===== src/rtl/nmea_pkg.sv =====
// Shared types, ASCII constants and the hex-digit decoder for the NMEA
// sentence framer.
package nmea_pkg;

  typedef enum logic [2:0] {
    IDLE   = 3'd0,
    BODY   = 3'd1,
    CK_HI  = 3'd2,
    CK_LO  = 3'd3,
    EOL_CR = 3'd4,
    EOL_LF = 3'd5,
    REPLAY = 3'd6
  } framer_state_t;

  localparam logic [7:0] ASCII_DOLLAR = 8'h24;
  localparam logic [7:0] ASCII_STAR   = 8'h2A;
  localparam logic [7:0] ASCII_CR     = 8'h0D;
  localparam logic [7:0] ASCII_LF     = 8'h0A;

  typedef struct packed {
    logic       valid;
    logic [3:0] nibble;
  } hex_digit_t;

  // Decode one ASCII hex digit (0-9, A-F, a-f); valid=0 for anything else.
  function automatic hex_digit_t hex_decode(input logic [7:0] ch);
    hex_digit_t r;
    r.valid  = 1'b0;
    r.nibble = 4'h0;
    if (ch >= 8'h30 && ch <= 8'h39) begin
      r.valid  = 1'b1;
      r.nibble = ch[3:0];
    end else if ((ch >= 8'h41 && ch <= 8'h46) || (ch >= 8'h61 && ch <= 8'h66)) begin
      // 'A'/'a' have low nibble 1, so +9 maps them to 10.
      r.valid  = 1'b1;
      r.nibble = ch[3:0] + 4'd9;
    end else begin
      r.valid  = 1'b0;
      r.nibble = 4'h0;
    end
    return r;
  endfunction

endpackage


===== src/rtl/nmea_line_buffer.sv =====
// Sentence storage: simple dual-port RAM, DEPTH x 8, synchronous write and
// synchronous read on one clock. The read register is cleared by reset so
// the replay data output starts at zero.
module nmea_line_buffer #(
  parameter int DEPTH = 80,
  parameter int AW    = 7
) (
  input  logic          clk,
  input  logic          rst,
  input  logic          we,
  input  logic [AW-1:0] waddr,
  input  logic [7:0]    wdata,
  input  logic          re,
  input  logic [AW-1:0] raddr,
  output logic [7:0]    rdata
);

  logic [7:0] mem [DEPTH];

  // Write port: store one sentence byte.
  always_ff @(posedge clk) begin
    if (we) begin
      mem[waddr] <= wdata;
    end
  end

  // Read port: registered read, holds its value when no read is issued.
  always_ff @(posedge clk) begin
    if (rst) begin
      rdata <= 8'h00;
    end else if (re) begin
      rdata <= mem[raddr];
    end
  end

endmodule


===== src/rtl/nmea_sentence_framer.sv =====
// NMEA sentence framer: collects $...*HH<CR><LF> sentences from the UART
// byte stream, verifies the XOR checksum and replays valid sentences over a
// valid/ready stream. Define NMEA_FRAMER_STATS_EN to build the saturating
// discarded-sentence counter; otherwise err_count is tied to zero.
module nmea_sentence_framer
  import nmea_pkg::*;
#(
  parameter int MAX_LEN = 80,
  parameter int CNT_W   = 16
) (
  input  logic             sclk,
  input  logic             rst,
  input  logic [7:0]       rx_data,
  input  logic             rx_valid,
  output logic [7:0]       out_data,
  output logic             out_valid,
  input  logic             out_ready,
  output logic             out_last,
  output logic             sentence_ok,
  output logic             sentence_err,
  output logic [CNT_W-1:0] err_count
);

  localparam int AW = (MAX_LEN > 1) ? $clog2(MAX_LEN) : 1;
  localparam int IW = $clog2(MAX_LEN + 1);
  localparam logic [IW-1:0] FULL_IDX = IW'(MAX_LEN);
  localparam logic [IW-1:0] ONE_IDX  = IW'(1);

  framer_state_t state;
  logic [IW-1:0] widx;
  logic [IW-1:0] len;
  logic [IW-1:0] rd_addr;
  logic [7:0]    xor_acc;
  logic [7:0]    ck_val;
  logic          wr_en;
  logic [AW-1:0] wr_addr;
  logic [7:0]    wr_data;
  logic          rd_en;
  hex_digit_t    hex;
  logic          is_dollar;

  assign hex       = hex_decode(rx_data);
  assign is_dollar = (rx_data == ASCII_DOLLAR);
  // Fetch the next byte whenever the output register is empty or draining.
  assign rd_en     = (state == REPLAY) && (rd_addr < len) && (!out_valid || out_ready);

  nmea_line_buffer #(
    .DEPTH (MAX_LEN),
    .AW    (AW)
  ) u_buf (
    .clk   (sclk),
    .rst   (rst),
    .we    (wr_en),
    .waddr (wr_addr),
    .wdata (wr_data),
    .re    (rd_en),
    .raddr (rd_addr[AW-1:0]),
    .rdata (out_data)
  );

  // Framing FSM: collection, checksum validation and replay sequencing.
  always_ff @(posedge sclk) begin
    if (rst) begin
      state        <= IDLE;
      widx         <= {IW{1'b0}};
      len          <= {IW{1'b0}};
      rd_addr      <= {IW{1'b0}};
      xor_acc      <= 8'h00;
      ck_val       <= 8'h00;
      wr_en        <= 1'b0;
      wr_addr      <= {AW{1'b0}};
      wr_data      <= 8'h00;
      out_valid    <= 1'b0;
      out_last     <= 1'b0;
      sentence_ok  <= 1'b0;
      sentence_err <= 1'b0;
    end else begin
      wr_en        <= 1'b0;
      wr_addr      <= widx[AW-1:0];
      wr_data      <= rx_data;
      sentence_ok  <= 1'b0;
      sentence_err <= 1'b0;
      if (rx_valid && is_dollar && state != IDLE && state != REPLAY) begin
        // Resync: drop the partial sentence and restart with this '$'.
        sentence_err <= 1'b1;
        wr_en        <= 1'b1;
        wr_addr      <= {AW{1'b0}};
        widx         <= ONE_IDX;
        xor_acc      <= 8'h00;
        state        <= BODY;
      end else begin
        case (state)
          IDLE: begin
            if (rx_valid && is_dollar) begin
              wr_en   <= 1'b1;
              wr_addr <= {AW{1'b0}};
              widx    <= ONE_IDX;
              xor_acc <= 8'h00;
              state   <= BODY;
            end
          end
          BODY: begin
            if (rx_valid) begin
              if (widx == FULL_IDX) begin
                sentence_err <= 1'b1;
                state        <= IDLE;
              end else begin
                wr_en <= 1'b1;
                widx  <= widx + ONE_IDX;
                if (rx_data == ASCII_STAR) begin
                  state <= CK_HI;
                end else begin
                  xor_acc <= xor_acc ^ rx_data;
                end
              end
            end
          end
          CK_HI, CK_LO: begin
            if (rx_valid) begin
              if (!hex.valid || widx == FULL_IDX) begin
                sentence_err <= 1'b1;
                state        <= IDLE;
              end else begin
                wr_en <= 1'b1;
                widx  <= widx + ONE_IDX;
                if (state == CK_HI) begin
                  ck_val[7:4] <= hex.nibble;
                  state       <= CK_LO;
                end else begin
                  ck_val[3:0] <= hex.nibble;
                  state       <= EOL_CR;
                end
              end
            end
          end
          EOL_CR: begin
            if (rx_valid) begin
              if (rx_data == ASCII_CR) begin
                state <= EOL_LF;
              end else begin
                sentence_err <= 1'b1;
                state        <= IDLE;
              end
            end
          end
          EOL_LF: begin
            if (rx_valid) begin
              if (rx_data == ASCII_LF && ck_val == xor_acc) begin
                sentence_ok <= 1'b1;
                len         <= widx;
                rd_addr     <= {IW{1'b0}};
                state       <= REPLAY;
              end else begin
                sentence_err <= 1'b1;
                state        <= IDLE;
              end
            end
          end
          REPLAY: begin
            // Incoming bytes are ignored here; the buffer is being read out.
            if (rd_en) begin
              rd_addr   <= rd_addr + ONE_IDX;
              out_valid <= 1'b1;
              out_last  <= (rd_addr == (len - ONE_IDX));
            end else if (out_valid && out_ready) begin
              // Final byte accepted and nothing left to fetch.
              out_valid <= 1'b0;
              out_last  <= 1'b0;
              state     <= IDLE;
            end
          end
          default: begin
            out_valid <= 1'b0;
            out_last  <= 1'b0;
            state     <= IDLE;
          end
        endcase
      end
    end
  end

`ifdef NMEA_FRAMER_STATS_EN
  // Saturating count of discarded sentences.
  always_ff @(posedge sclk) begin
    if (rst) begin
      err_count <= {CNT_W{1'b0}};
    end else if (sentence_err && (err_count != {CNT_W{1'b1}})) begin
      err_count <= err_count + CNT_W'(1);
    end
  end
`else
  assign err_count = {CNT_W{1'b0}};
`endif

endmodule


===== config.mk =====
export PLATFORM = sky130hd
export DESIGN_NAME = nmea_sentence_framer
export DESIGN_NICKNAME = d
export VERILOG_FILES = /design/src/rtl/nmea_pkg.sv /design/src/rtl/nmea_line_buffer.sv /design/src/rtl/nmea_sentence_framer.sv
export SDC_FILE = /design/constraint.sdc
export NUM_CORES = 1
export LEC_CHECK = 0
export BUFFER_PORTS_ARGS = -buffer_cell sky130_fd_sc_hd__buf_2
export CAP_MARGIN = 30
export CORE_MARGIN = 4
export CORE_UTILIZATION = 43
export CTS_BUF_LIST = sky130_fd_sc_hd__clkbuf_8
export DETAILED_ROUTE_END_ITERATION = 8
export GPL_ROUTABILITY_DRIVEN = 0
export HOLD_SLACK_MARGIN = 0.15
export PLACE_DENSITY = 0.62
export SYNTH_ARGS = -nofsm -noshare
export SYNTH_HDL_FRONTEND = slang
export SYNTH_HIERARCHICAL = 1
export SYNTH_SLANG_ARGS = --single-unit

===== constraint.sdc =====
create_clock -name sclk -period 3.1 [get_ports sclk]
set_clock_uncertainty 0.15 [all_clocks]
set_input_delay 0.62 -clock sclk [delete_from_list [all_inputs] [get_ports sclk]]
set_output_delay 0.62 -clock sclk [all_outputs]
set_load 0.02 [all_outputs]

==> impl_results.md <==
- Status: finished clean
- Fillcell total: 5309
- Synth async-reset ratio: 0%
- RSZ-0062 raised after global routing: false
- CTS tree: done
- R2R Path Start: rd_addr[0]
- Post-DRT Antenna Nets: 0
- Multiplexer share of the synthesized area: 15.12%
- I/O pin count: 40
- Setup ws final: 0.2570 ns
- Post-synth EDFFs: 640
- Part of the power in registers: 54.2%
- Final setup fails: 0
- Clk sinks: 708
- Global-route wire length before repair: 98440 µm
- Combinational power share: 4.0%
- Die Wd: 265.4 µm
- Routed vias: 15192
- Clock Tree Root: clkbuf_8
- Height of the die: 265.4 µm
- Type of the worst min-delay path: primary input to flop
- Layout cells sized above 1: 28.10%
- Commonest non-fill, non-tap cell in the layout: edfxtp_1
- Largest net degree at the start of global routing: 81
- Cell Rows: 94
- Leak Pwr: 10.24 nW
- Cell Area, Synth: 28500 µm²
- H-tree depth: 3
- Max-slew violation count: 0
- Final Instance Area: 33050 µm²
- Vias in the first global route: 15315
- Clk pwr share: 41.8%
- Critical path arrival: 3.29 ns
- WP data required: 3.55 ns
- Reg2Reg Setup Slack: 0.26 ns
- Core Area: 65750 µm²
- P_sw: 0.004197 W
- Power Density: 587.2 nW/µm²
- Post-Synth Adder-Cell Area: 0.6585%
- Crit Path Class: flop to flop
- Wire per inst: 23.61 µm
- Hold Fails Final Rpt: 0
- Fmax: 351.7 MHz
- CTS Buf Count: 112
- Area Growth Syn to Fin: 15.96%
- Max-slew headroom: 39.16%
- Nets: 1814
- Antenna violations before repair: 0
- Synth warnings: 6
- Period Utilization, post-route: 91.71%
- Clock transition at path regs: 0.06 ns
- Yosys reg bits: 708
- Mapped Cells: 1566
- Initial drt markers: 1354
- Commonest cells after routing, fill and taps aside: 640 x edfxtp_1, 161 x mux4_2, 139 x nor2_1
- Max Fanout on Critical Path: 20
- Starting density of the core: 43.35%
- Vias per cell: 5.536
- Crit path to: u_buf/rdata[5]
- Post-CTS Setup Bufs: 0
- Final Critical Period: 2.843 ns
- Clock latency at the later pin of the worst-skew pair: 0.72 ns
- Total length of routed wires: 64790 µm
- Internal cell power: 0.01521 W
- Max cap viols: 0
- Pre-CTS setup slack: 0.06868 ns
- Sequential-to-total area share from yosys stat: 72.21%
- Max IR drop VDD: 0.0002985 V
- Top FF cell, synth: edfxtp_1
- Largest family of logic cells by synthesized area: multiplexers
- Total GRT Usage: 18.54%
- First-pass detailed-route iteration total: 5
- Post-DP Area: 30640 µm²
- Count of buffers from port buffering: 23
- Compound-Gate Fraction of Synth Area: 3.525%
- Startpoint types: flop
- Sw frac: 21.63%
- Worst Reg-to-Reg Cells: 8
- Setup tns final: 0 ns
- Post-synthesis xor/xnor area fraction: 0.8912%
- Least-Margin Pin Slew: 0.9092 ns
- Finished Core Util: 50.27%
- Avg Cell Area, Syn: 18.20 µm²
- Post-DP HPWL: 41830 µm
- Clock Tree Buf Depth: 3
- Crit path capture type: flop
- Gr ovfl total: 0
- Unique masters post-synth: 70
- Worst Setup SP: rd_addr[0]
- # DRC: 0
- Die Area: 70460 µm²
- Worst R2R End: u_buf/rdata[5]
- Simple-Gate Fraction of Synth Area: 5.672%
kinds of logic (layout without fill, tap and decap cells):
kind of cell | Yosys count | after routing
other | 1 | 17
adder cells (fa/ha/maj) | 15 | 15
multiplexers | 227 | 227
buffers and inverters | 106 | 404
flip-flops | 708 | 708
AND/OR/NAND/NOR | 333 | 333
AO/OA/AOI/OAI | 147 | 147
XOR/XNOR | 29 | 29
per-stage QoR:
stage / hold slack, ns / cells / power, W
after floorplan: 0.3232 / 1581 / 0.01122
after global routing: 0.3181 / 2743 / 0.02017
after detailed placement: 0.3074 / 2528 / 0.01148
after CTS: 0.2194 / 2743 / 0.01962
final: 0.2888 / 2744 / 0.01941
after global placement: 0.3108 / 2528 / 0.01147
power groups by stage:
stage	Clock, W	Combinational (W)	Sequential (W)
2_1_floorplan	0	0.000465	0.0107
3_3_place_gp	0	0.000750	0.0107
3_5_place_dp	0	0.000762	0.0107
4_1_cts	0.00832	0.000779	0.0105
5_1_grt	0.00880	0.000852	0.0105
6_report	0.00810	0.000781	0.0105
critical path: stages, from the launching register on:
cell and delay [ns]:
dfxtp_4 0.55, buf_12 0.22, buf_12 0.24, buf_12 0.20, mux4_2 0.53, a221oi_1 0.27, o21ai_0 0.20, a21oi_1 0.27
a21oi_1 0.10
state kept, by name, summed over array words and instances, names as in the netlist, 3 cells and up:
name / cells
ck_val: 8
len: 7
rd_addr: 7
state: 3
u_buf/mem: 640
u_buf/rdata: 8
widx: 7
wr_addr: 7
wr_data: 8
xor_acc: 8
final cells by class:
type	count	area [µm²]	area share, %
Tap cell	864	1081	3.271
Antenna cell	1	2.502	0.007572
Clock buffer	112	1541	4.664
Inverter	16	60.06	0.1817
Timing Repair Buffer	182	1544	4.672
Clock inverter	94	775.7	2.347
Multi-Input combinational cell	767	7442	22.52
Sequential cell	708	20600	62.34
metal layers:
layer  routed length, µm  up-vias  part of all wire (%)  global-route usage [%]
met3                4593      102                   7.1                   3.811
met1               27500     7827                    42                   26.37
li1                    -     6733                     -                       -
met5                   0        -                     0                       0
met4                1139        0                   1.8                   4.269
met2               31560      530                    49                   29.90
how the worst min path moves through the flow:
stage	from	cells after the start	end	slack, ns
global route	out_ready	6	out_last	0.32
finish	out_ready	6	out_last	0.29
CTS	out_ready	6	out_last	0.22
detailed placement	out_last	2	out_last	0.31
global placement	out_last	2	out_last	0.31
floorplan	widx[1]	2	widx[1]	0.32
what timing repair did:
item,CTS,global route
endpoints found under the setup margin,0,4
hold buffers,9,0
endpoints found under the hold margin,18,0
gates resized for setup,0,1
cells in the mapped netlist (4+ instances only):
master / number / share of area [%]
a211oi_1: 4 / 0.11
a21oi_1: 54 / 0.95
a221oi_1: 7 / 0.22
a22oi_1: 11 / 0.29
and2_1: 7 / 0.15
and3_1: 4 / 0.088
buf_1: 5 / 0.066
buf_2: 19 / 0.33
buf_4: 26 / 0.68
clkbuf_1: 36 / 0.47
dfxtp_1: 68 / 4.8
edfxtp_1: 640 / 67
ha_1: 15 / 0.66
inv_1: 16 / 0.21
mux2_2: 19 / 0.75
mux2i_1: 47 / 1.7
mux4_2: 161 / 13
nand2_1: 57 / 0.75
nand2b_1: 9 / 0.20
nand3_1: 26 / 0.46
nand4_1: 11 / 0.24
nor2_1: 140 / 1.8
nor2b_1: 28 / 0.61
nor3_1: 14 / 0.25
nor3b_1: 5 / 0.13
nor4_1: 5 / 0.11
nor4b_1: 4 / 0.12
o21ai_0: 14 / 0.25
o221ai_1: 4 / 0.12
o22ai_1: 14 / 0.31
or2_2: 4 / 0.088
or3_1: 4 / 0.088
xnor2_1: 17 / 0.52
xor2_1: 12 / 0.37
(Power assumes the default switching activity.)
